### src/rtl/fp_to_int_conv.sv
// IEEE-754 single to int32 converter, round toward zero.
// Iterative: one mantissa shift per cycle, saturating on NaN, infinity and out-of-range inputs.
module fp_to_int_conv (
    input  logic        clk,
    input  logic        rst,
    input  logic        start,
    input  logic [31:0] A,
    output logic [31:0] Y,
    output logic        ready,
    output logic        busy,
    output logic        invalid
);

    typedef enum logic [1:0] {StIdle, StDecode, StShift, StDone} state_e;

    state_e      state_q;
    logic [31:0] a_q;
    logic [31:0] mag_q;
    logic [4:0]  cnt_q;
    logic        left_q;

    logic        sign_a;
    logic [7:0]  exp_a;
    logic [7:0]  unb_exp;
    logic [4:0]  shift_n;
    logic [31:0] mag_full;
    logic [31:0] mag_shift;
    logic [31:0] sat_val;

    always_comb begin
        sign_a    = a_q[31];
        exp_a     = a_q[30:23];
        unb_exp   = exp_a - 8'd127;
        mag_full  = {8'b0, 1'b1, a_q[22:0]};
        mag_shift = left_q ? (mag_q << 1) : (mag_q >> 1);
        sat_val   = sign_a ? 32'h8000_0000 : 32'h7FFF_FFFF;
        if (unb_exp < 8'd23) begin
            shift_n = 5'(8'd23 - unb_exp);
        end else begin
            shift_n = 5'(unb_exp - 8'd23);
        end
    end

    function automatic logic [31:0] apply_sign(input logic neg, input logic [31:0] m);
        return neg ? (~m + 32'd1) : m;
    endfunction

    always_ff @(posedge clk) begin
        if (rst) begin
            state_q <= StIdle;
            Y       <= 32'd0;
            ready   <= 1'b0;
            busy    <= 1'b0;
            invalid <= 1'b0;
            a_q     <= 32'd0;
            mag_q   <= 32'd0;
            cnt_q   <= 5'd0;
            left_q  <= 1'b0;
        end else begin
            unique case (state_q)
                StIdle: begin
                    ready <= 1'b0;
                    if (start) begin
                        a_q     <= A;
                        busy    <= 1'b1;
                        state_q <= StDecode;
                    end
                end
                StDecode: begin
                    // Every path except a non-zero shift completes on this edge.
                    state_q <= StDone;
                    ready   <= 1'b1;
                    busy    <= 1'b0;
                    if (exp_a == 8'd255) begin
                        Y       <= (!sign_a && a_q[22:0] == 23'd0) ? 32'h7FFF_FFFF
                                                                   : 32'h8000_0000;
                        invalid <= 1'b1;
                    end else if (exp_a < 8'd127) begin
                        Y       <= 32'd0;
                        invalid <= 1'b0;
                    end else if (unb_exp >= 8'd31) begin
                        // -2^31 is the one representable value with an exponent this large.
                        Y       <= (a_q == 32'hCF00_0000) ? 32'h8000_0000 : sat_val;
                        invalid <= (a_q != 32'hCF00_0000);
                    end else begin
                        mag_q  <= mag_full;
                        cnt_q  <= shift_n;
                        left_q <= (unb_exp > 8'd23);
                        if (shift_n == 5'd0) begin
                            Y       <= apply_sign(sign_a, mag_full);
                            invalid <= 1'b0;
                        end else begin
                            state_q <= StShift;
                            ready   <= 1'b0;
                            busy    <= 1'b1;
                        end
                    end
                end
                StShift: begin
                    mag_q <= mag_shift;
                    cnt_q <= cnt_q - 5'd1;
                    if (cnt_q == 5'd1) begin
                        Y       <= apply_sign(sign_a, mag_shift);
                        invalid <= 1'b0;
                        ready   <= 1'b1;
                        busy    <= 1'b0;
                        state_q <= StDone;
                    end
                end
                StDone: begin
                    ready   <= 1'b0;
                    state_q <= StIdle;
                end
                default: state_q <= StIdle;
            endcase
        end
    end

endmodule

### config.mk
export PLATFORM = sky130hd
export DESIGN_NAME = fp_to_int_conv
export DESIGN_NICKNAME = d
export VERILOG_FILES = /design/src/rtl/fp_to_int_conv.sv
export SDC_FILE = /design/constraint.sdc
export NUM_CORES = 1
export LEC_CHECK = 0
export CORE_MARGIN = 1.5
export CORE_UTILIZATION = 53
export DETAILED_ROUTE_END_ITERATION = 8
export PLACE_DENSITY_LB_ADDON = 0.3
export SYNTH_ARGS = -nofsm -noshare
export SYNTH_HDL_FRONTEND = slang
export SYNTH_SLANG_ARGS = --single-unit
### constraint.sdc
create_clock -name clk -period 7.5 [get_ports clk]
set_clock_uncertainty 0.1 [all_clocks]
set_input_delay 1.875 -clock clk [delete_from_list [all_inputs] [get_ports clk]]
set_output_delay 1.875 -clock clk [all_outputs]
set_load 0.02 [all_outputs]
==> impl_results.md, run 1 <==
- Met1 usage: 0.399
- Core Area: 12600 sq um
- Global route hottest layer: met2
- PortBufs: 69
- Root Driver: clkbuf_16
- Hold slack: 368 ps
- Clk slew on worst S/H paths: about 80 ps
- Synth top area cells: dfxtp_1, nand2_1, a21oi_1
- Total gr overflow: 0
- Worst path required time: 7710 ps
- Vias: 6548
- Cell Chain, Critical Path: ha_1 -> xor2_1 -> o2111ai_1 -> o221ai_1 -> nand3_1 -> nor2_1 -> and2_1 -> a32o_1
- Synth Register Bits: between 100 and 150
- Crit path max-delay cell type: nand3_1
- Outcome: completed
- Crit. End Element: register
- Final ANT Viol Nets: 0
- Setup TNS: 0 ps
- Vias in the first global route: 5528
- Max incr delay on CP: about 700 ps
- # DRC: 0
- Startpoint Class: register
- Starting DRT DRC Count: 570
- CP max FO: 23
- Number of synthesized flops with an enable pin: 0
- Initial antenna violation count: 0
- CP arrival: 4010 ps
- Commonest cells after routing, fill and taps aside: nand2_1, a21oi_1, dfxtp_1, clkdlybuf4s50_1, nor2_1
- # clock sinks: 107
- Die Ht: between 100 and 150 microns
- Mean Syn Cell Area: 7.61 sq um
- Slew Viols, Final: 0
- Post-Synthesis Cells: roughly 900
- Peak supply drop: 0.000237 V
- Synth Warn #: 0
- Hold-fix buffers, CTS: 0
- Slew margin rel.: 0.220
- I/O Pins: 70
- Unrepaired setup endpoints after global routing: no
- CP bufs+invs: 0
- Worst-margin pin slew: 1170 ps
- Initial Util: 0.541
- Fraction of layout cells with a size suffix above 1: 0.0586
- # diodes: 0
- Area leader, netlist: dfxtp_1
- Cell Pwr Density: 392 nW/um^2
- Total CTS buffers: 9
- CTS H-Tree Depth: 3
- CTS max path bufs: 2
- Number of library cell types mapped by synthesis: 75
- Die Wd: 117 microns
- Final Net Count: 960
- First-pass GRT wire length: 29.0 mm
- Final hold vios: 0
- Synth Net Count: 942
- Synthesis-to-finish area growth: 13.9%
- Async SR Flop Fraction: 0
- GRT Total Usage: 0.269
- Sequential share of the synthesized area: 0.314
- Critical path class: reg -> reg
- Max Cap Violations: 0
- Tmin final: about 3800 ps
- Top cell type's share of synthesized area: 0.314
- Router iterations before antenna repair: 7
- Final Setup Violations: 0
- Area of the die: 13600 sq um
- Main flop type after synthesis: dfxtp_1
- Top Family by Delay on Critical Path: simple AND/OR/NAND/NOR gates
- RD Place Congestion: 0.874
- Top achievable clock speed: 0.263 GHz
- Leakage: 0.00263 uW
- Post-CTS Setup Inserts: 0
- Post-CTS sizing: 0
- Via density: between 5 and 6
- Routed len/inst: 16.3 microns
- Post-synthesis instance area: 6830 sq um
- Crit share post-route: 0.506
- Global routing met2 resource utilization: 0.407
- Cell row count: a little over 40
- CTS tree: yes
- Clk_lat worst skew: 370 ps
- Met3 usage: 0.0602
- Pin count of the biggest net entering global routing: 90
- Fin util: 0.617
- HPWL Detailed: 12.1 mm
- Most common cell after layout, fill and taps aside: nand2_1
- Hold crit path type: reg -> reg
- Routed WL: between 15 and 20 mm
where the power goes:
group	leakage (uW)	total [uW]	switching (uW)	internal, uW
combinational	0.00160	1690	1070	620
sequential	0.000873	857	153	703
clock	0.000152	502	238	265
total	0.00263	3050	1460	1590
logic make-up (layout without fill, tap and decap cells):
| kind of cell | count (synthesis) | count (layout) | share of synthesized area |
|---|---|---|---|
| AO/OA/AOI/OAI | 277 | 277 | 0.264 |
| XOR/XNOR | 40 | 40 | 0.0513 |
| adder cells (fa/ha/maj) | 10 | 10 | 0.0180 |
| buffers and inverters | 86 | 109 | 0.0562 |
| flip-flops | 107 | 107 | 0.314 |
| multiplexers | 37 | 37 | 0.0550 |
| AND/OR/NAND/NOR | 341 | 341 | 0.242 |
cell usage after synthesis, types with 5 or more instances:
cell type and instances:
o21a_1 7, a21o_1 11, nor4_1 5, nand3_1 15
o21ai_0 37, a31oi_1 6, nor2_1 45, buf_2 16
clkbuf_1 41, xnor2_1 22, a211oi_1 9, o31ai_1 11
ha_1 9, buf_1 8, a22oi_1 5, o211ai_1 26
mux2i_1 33, xor2_1 18, nand2_1 160, nor3_1 41
nor3b_1 17, dfxtp_1 107, a21oi_1 112, or3_1 16
a32o_1 6, inv_1 15
final timing paths:
path / startpoint / endpoint / slack [ps] / depth (start not counted)
setup reg to reg: a_q[23] / Y[22] / 3700 / 8
setup / recovery: a_q[23] / Y[22] / 3700 / 8
hold / removal: cnt_q[1] / cnt_q[1] / 370 / 2
hold reg to reg: cnt_q[1] / cnt_q[1] / 370 / 2
layout make-up:
class	instances	area (sq um)
tap	172	215
timing repair buffer	78	756
multi-input combinational	705	4310
clock inverter	7	78.8
sequential	107	2140
inverter	15	56.3
fill	1201	4840
clock buffer	9	225
per-stage QoR:
stage / instance area, sq um / power (uW) / std cells / setup WS [ps]
finish: 7780 / 3050 / 1093 / 3700
floorplan: 6830 / 2080 / 898 / 4180
global placement: 7480 / 2500 / 1077 / 3620
global route: 7780 / 3260 / 1093 / 3340
CTS: 7780 / 3030 / 1093 / 3750
detailed placement: 7480 / 2520 / 1077 / 3590
state kept, by name, indices dropped and copies added, names as in the netlist:
name,cells
Y,32
a_q,32
mag_q,32
cnt_q,5
state_q,2
busy,1
invalid,1
left_q,1
ready,1
metal layers:
layer,vias to the layer above,wire (microns)
met5,-,0
met4,0,136
met3,14,1230
met2,237,7740
met1,3022,8750
li1,3275,-
tightest hold or removal path, stage by stage, from the launching register on:
cell,delay [ps]
dfxtp_1,320
nand2_1,60
a21oi_1,50
No activity file was read; power rests on OpenSTA's default activity.
==> run 2: changes to the inputs <==
--- a/config.mk
+++ b/config.mk
@@ -6,7 +6,7 @@
 export NUM_CORES = 1
 export LEC_CHECK = 0
 export CORE_MARGIN = 1.5
-export CORE_UTILIZATION = 53
+export CORE_UTILIZATION = 52
 export DETAILED_ROUTE_END_ITERATION = 8
 export PLACE_DENSITY_LB_ADDON = 0.3
 export SYNTH_ARGS = -nofsm -noshare
==> constraint.sdc (replaced) <==
create_clock -name clk -period 3.1 [get_ports clk]
set_clock_uncertainty 0.1 [all_clocks]
set_input_delay 0.775 -clock clk [delete_from_list [all_inputs] [get_ports clk]]
set_output_delay 0.775 -clock clk [all_outputs]
set_load 0.02 [all_outputs]
==> impl_results.md, run 2 (synthesis gave the netlist of run 1 again) <==
- CTS tree: yes
- Vias in the first global route: 5965 (+7.9%)
- Global routing met2 resource utilization: 0.391 (-0.0160)
- Final Net Count: 987 (+2.8%)
- CTS max path bufs: 2 (unchanged)
- Total gr overflow: 0 (unchanged)
- Peak supply drop: 0.000506 V (+110%)
- Global route hottest layer: met1
- Outcome: completed
- Dpl cells: 1104 (+2.5%)
- # DRC: 0 (unchanged)
- CP max FO: 22 (-4.3%)
- Final hold vios: 0 (unchanged)
- Initial Util: 0.537 (-0.00436)
- Commonest cells after routing, fill and taps aside: nand2_1, a21oi_1, dfxtp_1, clkdlybuf4s50_1, nor2_1
- Worst-margin pin slew: 757 ps (-412 ps)
- Crit share post-route: 0.950 (+0.443)
- Core Area: 12700 sq um (+0.81%)
- CTS H-Tree Depth: 3 (unchanged)
- Slew Viols, Final: 0 (unchanged)
- Finished layout cell area: 8070 sq um (+3.7%)
- Routed len/inst: 16.3 microns (about the same)
- Setup TNS: 0 ps (unchanged)
- Area of the die: 13800 sq um (+1.9%)
- Fin util: 0.634 (+0.0174)
- RD Place Congestion: 0.882 (+0.92%)
- Initial antenna violation count: 0 (unchanged)
- Final ANT Viol Nets: 0 (unchanged)
- Biggest regs: Y: 32 flops, a_q: 32 flops, mag_q: 32 flops
- Die Wd: 118 microns (+0.94%)
- Leakage: 0.00279 uW (+6.3%)
- # clock sinks: 107 (unchanged)
- Fillers: 1173 (-2.3%)
- Top achievable clock speed: 0.340 GHz (+29%)
- Hold crit path type: reg -> reg
- Reg-to-reg critical path startpoint: a_q[23]
- Total CTS buffers: 9 (unchanged)
- Worst path required time: 3250 ps (-4460 ps)
- Area occupied by multi-input gates: 4320 sq um (+0.35%)
- Met3 usage: 0.0363 (-0.0239)
- Pin count of the biggest net entering global routing: 68 (-24%)
- Starting DRT DRC Count: 638 (+12%)
- CP Launch Point: a_q[23]
- Clk_lat worst skew: 350 ps (-20 ps)
- Root Driver: clkbuf_16
- Synthesis-to-finish area growth: 18.1%
- Slew margin rel.: 0.494 (+0.274)
- CP arrival: 3090 ps (-920 ps)
- Unrepaired setup endpoints after global routing: no
- Fraction of layout cells with a size suffix above 1: 0.0876 (+0.0289)
- Clk slew on worst S/H paths: 70 ps (about the same)
- Final non-filler cell total: 1120 (+2.5%)
- Hold path start: Y[11]
- Router iterations before antenna repair: 5 (-2)
- Placed standard-cell area: 7710 sq um (+3.1%)
- Post-CTS Setup Inserts: 0 (unchanged)
- Die Ht: 118 microns (+0.94%)
- Tmin final: 2940 ps (-855 ps)
- Routed WL: 18.3 mm (+2.5%)
- Met1 usage: 0.400 (+0.00145)
- PortBufs: 69 (unchanged)
- Hold-fix buffers, CTS: 0 (unchanged)
- Final Setup Violations: 0 (unchanged)
- Cell Pwr Density: 961 nW/um^2 (+150%)
- Most common cell after layout, fill and taps aside: nand2_1
- Max Cap Violations: 0 (unchanged)
- Startpoint Class: register
- Crit. End Element: register
- GRT Total Usage: 0.266 (-0.00271)
- Critical path class: reg -> reg
- Register area: 2150 sq um (+0.12%)
- Cell row count: 41 (unchanged)
- Via density: 5.92 (-1.2%)
- Vias: 6627 (+1.2%)
- # diodes: 0 (unchanged)
- First-pass GRT wire length: 30.6 mm (+5.4%)
- HPWL Detailed: 12.9 mm (+7.3%)
- I/O Pins: 70 (unchanged)
- Total power: 7750 uW (+150%)
[run 2: cell count changes in the layout (fill, tap and decap cells not counted), moves of 2 or more]
cell / previous run / this run
inv_6: 5 / 0
buf_4: 10 / 35
buf_12: 0 / 2
bufinv_16: 1 / 3
[run 2: worst paths after layout]
check | to | slack (ps) | depth (start not counted)
max | Y[3] | 160 | 8
min | Y[11] | 360 | 2
max reg2reg | Y[3] | 160 | 8
min reg2reg | Y[11] | 360 | 2
[run 2: area by class of cell]
type	instances	share of cell area
clock buffers	11	0.0301
clock inverters	5	0.0124
inverters	15	0.00698
multi-input cells	705	0.536
flip-flops and latches	107	0.266
well taps	172	0.0267
repair buffers	105	0.122
[run 2: metrics by stage]
stage                     setup slack (ps)  hold WS (ps)
final                                  156           364
after global routing                  46.8           399
after CTS                              118           363
after detailed placement               144           350
after global placement                 217           351
after floorplan                       49.3           341
[run 2: power by group]
group,switching (uW),internal [uW],total [uW]
combinational,2660,1720,4380
clock,513,810,1320
sequential,354,1700,2060
[run 2: worst max-delay path, cell delays in order, from the launching register on]
cell      delay (ps)
dfxtp_1          360
ha_1             290
or3b_4           410
a211oi_4         380
o22a_4           390
nor2_1           210
a211oi_1         320
o21ai_0          120
a32o_1           250
[run 2: repair_timing]
| action | 4_1_cts | 5_1_grt |
|---|---|---|
| resized for setup | 0 | 3 |
| setup endpoints to repair | 0 | 34 |
| hold endpoints to repair | 0 | 0 |
[run 2: metal layers]
metal / part of all wire / up-vias
met1: 0.48 / 3018
met5: 0 / -
met3: 0.071 / 26
li1: - / 3335
met2: 0.43 / 248
met4: 0.018 / 0
==> run 3: changes to the inputs <==
--- a/config.mk
+++ b/config.mk
@@ -9,6 +9,7 @@
 export CORE_UTILIZATION = 52
 export DETAILED_ROUTE_END_ITERATION = 8
 export PLACE_DENSITY_LB_ADDON = 0.3
+export SLEW_MARGIN = 20
 export SYNTH_ARGS = -nofsm -noshare
 export SYNTH_HDL_FRONTEND = slang
 export SYNTH_SLANG_ARGS = --single-unit
==> results of run 3 <==
The final DEF is identical to that of run 2; final timing and power are the same.
